`src/rtl/mult_pkg.sv`:
```
// Shared types and default widths for the shift-add multiplier (controller and shifter).
package mult_pkg;

    typedef enum logic [2:0] {
        IDLE,
        LOAD,
        TEST,
        ADD,
        SHIFT,
        DONE
    } mult_state_t;

    localparam int DEF_N      = 8;
    localparam int DEF_M      = 8;
    localparam int DEF_PROD_W = DEF_N + DEF_M;

    function automatic logic is_busy(input mult_state_t s);
        return (s == LOAD) || (s == TEST) || (s == ADD) || (s == SHIFT);
    endfunction

endpackage

```
`src/rtl/mult_iter_cnt.sv`:
```
// Iteration counter for the multiplier controller; flags the final shift (count == n-1).
module mult_iter_cnt
    import mult_pkg::*;
#(
    parameter int n     = DEF_N,
    parameter int CNT_W = $clog2(n)
) (
    input  logic clk,
    input  logic rst,
    input  logic clear,
    input  logic inc,
    output logic last
);

    localparam logic [CNT_W-1:0] LAST_VAL = CNT_W'(n - 1);

    logic [CNT_W-1:0] count;

    // Holding at n-1 keeps the counter from ever wrapping.
    always_ff @(posedge clk) begin
        if (rst || clear) begin
            count <= '0;
        end else if (inc && !last) begin
            count <= count + 1'b1;
        end
    end

    assign last = (count == LAST_VAL);

endmodule

```
`src/rtl/mult_seq_ctrl.sv`:
```
// Control FSM for the shift-add multiplier: sequences load, optional add, and n shifts,
// then holds out_cmd until the next operation.
module mult_seq_ctrl
    import mult_pkg::*;
#(
    parameter int n     = DEF_N,
    parameter int CNT_W = $clog2(n)
) (
    input  logic clk,
    input  logic rst,
    input  logic start,
    input  logic lsb,
    output logic load_cmd,
    output logic add_cmd,
    output logic shift_cmd,
    output logic out_cmd,
    output logic busy,
    output logic done
);

    mult_state_t state;
    mult_state_t state_nxt;
    logic        last;

    mult_iter_cnt #(
        .n    (n),
        .CNT_W(CNT_W)
    ) u_iter_cnt (
        .clk  (clk),
        .rst  (rst),
        .clear(state == LOAD),
        .inc  (state == SHIFT),
        .last (last)
    );

    // TEST waits a cycle so lsb reflects the most recent load or shift.
    always_comb begin
        state_nxt = state;
        case (state)
            IDLE:    if (start) state_nxt = LOAD;
            LOAD:    state_nxt = TEST;
            TEST:    state_nxt = lsb ? ADD : SHIFT;
            ADD:     state_nxt = SHIFT;
            SHIFT:   state_nxt = last ? DONE : TEST;
            DONE:    if (start) state_nxt = LOAD;
            default: state_nxt = IDLE;
        endcase
    end

    // Outputs are registered from the next state, so they line up with the state register.
    always_ff @(posedge clk) begin
        if (rst) begin
            state     <= IDLE;
            load_cmd  <= 1'b0;
            add_cmd   <= 1'b0;
            shift_cmd <= 1'b0;
            out_cmd   <= 1'b0;
            busy      <= 1'b0;
            done      <= 1'b0;
        end else begin
            state     <= state_nxt;
            load_cmd  <= (state_nxt == LOAD);
            add_cmd   <= (state_nxt == ADD);
            shift_cmd <= (state_nxt == SHIFT);
            out_cmd   <= (state_nxt == DONE);
            busy      <= is_busy(state_nxt);
            done      <= (state_nxt == DONE) && (state != DONE);
        end
    end

endmodule

```
`config.mk`:
```
export PLATFORM = sky130hd
export DESIGN_NAME = mult_seq_ctrl
export DESIGN_NICKNAME = d
export VERILOG_FILES = /design/src/rtl/mult_pkg.sv /design/src/rtl/mult_iter_cnt.sv /design/src/rtl/mult_seq_ctrl.sv
export SDC_FILE = /design/constraint.sdc
export NUM_CORES = 1
export LEC_CHECK = 0
export CAP_MARGIN = 20
export CORE_MARGIN = 4
export CORE_UTILIZATION = 43
export CTS_BUF_LIST = sky130_fd_sc_hd__clkbuf_4 sky130_fd_sc_hd__clkbuf_8 sky130_fd_sc_hd__clkbuf_16
export CTS_CLUSTER_SIZE = 8
export DETAILED_ROUTE_END_ITERATION = 7
export HOLD_SLACK_MARGIN = 0.08
export PLACE_DENSITY = 0.74
export SLEW_MARGIN = 25
export SYNTH_ARGS = -nofsm -noshare
export SYNTH_HDL_FRONTEND = slang
export SYNTH_SLANG_ARGS = --single-unit
```
`constraint.sdc`:
```
create_clock -name clk -period 1.6 [get_ports clk]
set_clock_uncertainty 0.05 [all_clocks]
set_input_delay 0.4 -clock clk [delete_from_list [all_inputs] [get_ports clk]]
set_output_delay 0.4 -clock clk [all_outputs]
set_load 0.05 [all_outputs]
```
==> flow_metrics.py <==
metrics = {
    "run_status": {
        "outcome": "completed",
    },
    "timing": {
        "setup-violations-final": 0,
        "maxSlewViolCount": 0,
        "rsz0062_at_grt": "yes",
        "setup_slack_ns": 0.06581,
        "timing.fmax_mhz": 651.8,
        "min_period_ns": 1.534,
        "layout_worst_path_cycle_share_pct": 95.89,
        "tns_ns": 0,
        "worst_pin_slew_ns": 0.4547,
        "relSlewSlack_pct": 69.64,
        "final-hold-violation-count": 0,
    },
    "floorplan": {
        "die_h_um": 44.39,
        "rows": 12,
        "start_util_pct": 48.61,
        "die_width_um": 44.39,
        "core_area_um2": 1171,
        "die_area_um2": 1970,
        "io_pins": 10,
    },
    "yosys": {
        "synth.distinct_cells": 30,
        "synth_area_leaders": "dfxtp_1 (42%), mux2i_1 (5.3%), a2111oi_4 (4.8%), nor2_1 (4.6%), ha_1 (4.4%)",
        "yosysWarnings": 0,
        "syn_nets": 61,
        "synthCells": 55,
        "synth-seq-cells": 12,
        "syn_area_per_cell_um2": 10.35,
        "synth_top_area_share_pct": 42.20,
        "yosysTopAreaCell": "dfxtp_1",
        "synth-seq-area-share_pct": 42.20,
        "synth_area_um2": 569.3,
    },
    "worst_setup_path": {
        "worst_path_largest_cell_delay_ns": 0.33,
        "r2r-start": "u_iter_cnt.count[1]$_SDFFE_PP0P_",
        "critPathSlowestCell": "dfxtp_1",
        "critPathKind": "register to register",
        "cp-start-kind": "register",
        "r2r_setup_slack_ns": 0.07,
        "critPathMostFrequentCell": "ha_4",
        "cp.required_ns": 1.76,
        "path_max_fanout": 4,
        "crit_arrival_ns": 1.70,
        "r2r_cells": 6,
        "cp_cell_sequence": "ha_4 > ha_4 > and2b_1 > o21ai_2 > a2bb2oi_2 > and4b_1",
        "worst_r2r_endpoint": "load_cmd$_SDFF_PP0_",
        "crit_path_end_kind": "register",
        "worst-path-buf-inv": 0,
        "crit_family": "compound AO/OA/AOI/OAI gates",
    },
    "global_routing": {
        "antenna_found_initial": 0,
        "grt_usage_pct": 12.35,
        "grt_pass1_wl_um": 1863,
        "grt_max_degree": 13,
        "grt.overflow.total": 0,
        "grt_pass1_vias": 444,
    },
    "hold_path": {
        "min_to": "done$_SDFF_PP0_",
        "min_path_cells": 1,
        "worstHoldPathType": "register to register",
        "hp-start": "state[0]$_SDFF_PP0_",
    },
    "pwr": {
        "p_leak_uw": 0.0003253,
        "ir_worst_vdd_v": 0.0005325,
        "clkPwrFrac_pct": 32.9,
        "pwr-share-comb_pct": 20.7,
        "swShare_pct": 26.38,
        "p_sw_uw": 188.8,
        "p_int_uw": 527.0,
        "powerDensity_nw_per_um2": 853.9,
        "seqPwrFrac_pct": 46.4,
    },
    "clock_tree": {
        "insertion_delay_ns": 0.27,
        "cts.sinks": 12,
        "cts_made_buffers": 3,
        "cts_tree": "done",
        "h-tree-depth": 1,
        "clockBufferDepth": 2,
        "clock-root-buffer": "clkbuf_4",
        "cts_setup_buffers": 0,
        "path_clk_slew_ns": 0.08,
    },
    "placed_design": {
        "dp_hpwl_um": 779.3,
        "io_buffers": 9,
        "gp_congestion": 0.8177,
        "dp_slack_ns": -0.2411,
    },
    "route": {
        "drc": 0,
        "wire_per_inst_um": 12.07,
        "firstDrtPassIters": 4,
        "wirelength_um": 1038,
        "vias": 447,
        "via_per_inst": 5.198,
        "first_iter_violations": 12,
        "ant_nets": 0,
    },
    "cells_and_area": {
        "fillCellCount": 77,
        "fin_util_pct": 71.58,
        "fin_nets": 79,
        "antenna_cells": 0,
        "final_cell_mix": "dfxtp_1 (11), nor2_1 (7), buf_4 (7), buf_12 (6)",
        "syn_to_final_growth_pct": 47.25,
        "drive_gt1_share_pct": 38.89,
        "layout_commonest_cell": "dfxtp_1",
    },
    "flow_run": {
        "max-cap-violations": 0,
    },
}
## how the worst max path moves through the flow
stage	start	to	depth (start not counted)
6_report	u_iter_cnt.count[1]$_SDFFE_PP0P_	load_cmd$_SDFF_PP0_	6
5_1_grt	state[0]$_SDFF_PP0_	add_cmd$_SDFF_PP0_	5
3_5_place_dp	start	load_cmd$_SDFF_PP0_	5
2_1_floorplan	u_iter_cnt.count[0]$_SDFFE_PP0P_	load_cmd$_SDFF_PP0_	6
4_1_cts	u_iter_cnt.count[0]$_SDFFE_PP0P_	load_cmd$_SDFF_PP0_	6
3_3_place_gp	start	load_cmd$_SDFF_PP0_	5
## cell usage after synthesis, drive strengths merged
cell and count:
a21oi 2, dfxtp 12, mux2i 3, a2111oi 1
or2 1, a311oi 1, and4b 1, o21ai 2
xnor2 1, and2b 2, a2bb2oi 1, nand2b 2
inv 1, o21a 1, a21boi 1, nor3 3
nor2 8, ha 2, nand2 2, o32ai 1
nor4b 1, nor2b 1, nor4 1, nor3b 1
buf 3
## power by group through the flow
stage               sequential, uW  combinational, uW  clock [uW]
global placement               337                143           0
global route                   335                159         263
detailed placement             337                145           0
CTS                            331                147         246
finish                         332                148         235
floorplan                      350               68.5           0
## cell type report
| class | count | area (um2) | area share (%) |
|---|---|---|---|
| Inverter | 1 | 3.754 | 0.4478 |
| Multi-Input combinational cell | 39 | 336.6 | 40.15 |
| Clock buffer | 4 | 36.28 | 4.328 |
| Tap cell | 14 | 17.52 | 2.090 |
| Timing Repair Buffer | 16 | 202.7 | 24.18 |
| Sequential cell | 12 | 241.5 | 28.81 |
## metrics by stage
| step | instances | total power [uW] | hold WS, ns | cell area [um2] |
|---|---|---|---|---|
| 2_1_floorplan | 55 | 418.4 | 0.4146 | 569.3 |
| 3_3_place_gp | 82 | 480.1 | 0.4317 | 765.7 |
| 3_5_place_dp | 82 | 482.3 | 0.4454 | 765.7 |
| 4_1_cts | 86 | 723.9 | 0.4630 | 820.8 |
| 5_1_grt | 86 | 757.0 | 0.5104 | 838.3 |
| 6_report | 86 | 715.9 | 0.4762 | 838.3 |
## flip-flops by register name, indices dropped and copies added (netlist names)
register	flops
shift_cmd	1
done	1
load_cmd	1
busy	1
add_cmd	1
u_iter_cnt.count	3
state	3
out_cmd	1
## per-layer routing
metal	vias up	routed length, um	global-route usage [%]
li1	228	-	-
met1	203	513	16.95
met2	16	455	19.19
met3	0	68	2.846
met4	0	0	3.614
met5	-	0	0
## cell families after synthesis
| kind of cell | share of synthesized area, % |
|---|---|
| flops | 42.20 |
| buf+inv | 4.834 |
| simple gates | 25.50 |
| xor+xnor | 1.539 |
| compound gates | 16.27 |
| fa+ha+maj | 4.395 |
| mux | 5.275 |
## what timing repair did
| action | CTS | global route |
|---|---|---|
| setup endpoints to repair | 4 | 5 |
| hold endpoints to repair | 0 | 0 |
| pin swaps | 0 | 2 |
| resized for setup | 3 | 4 |
| hold buffers | 0 | 0 |
(Power assumes the default switching activity.)
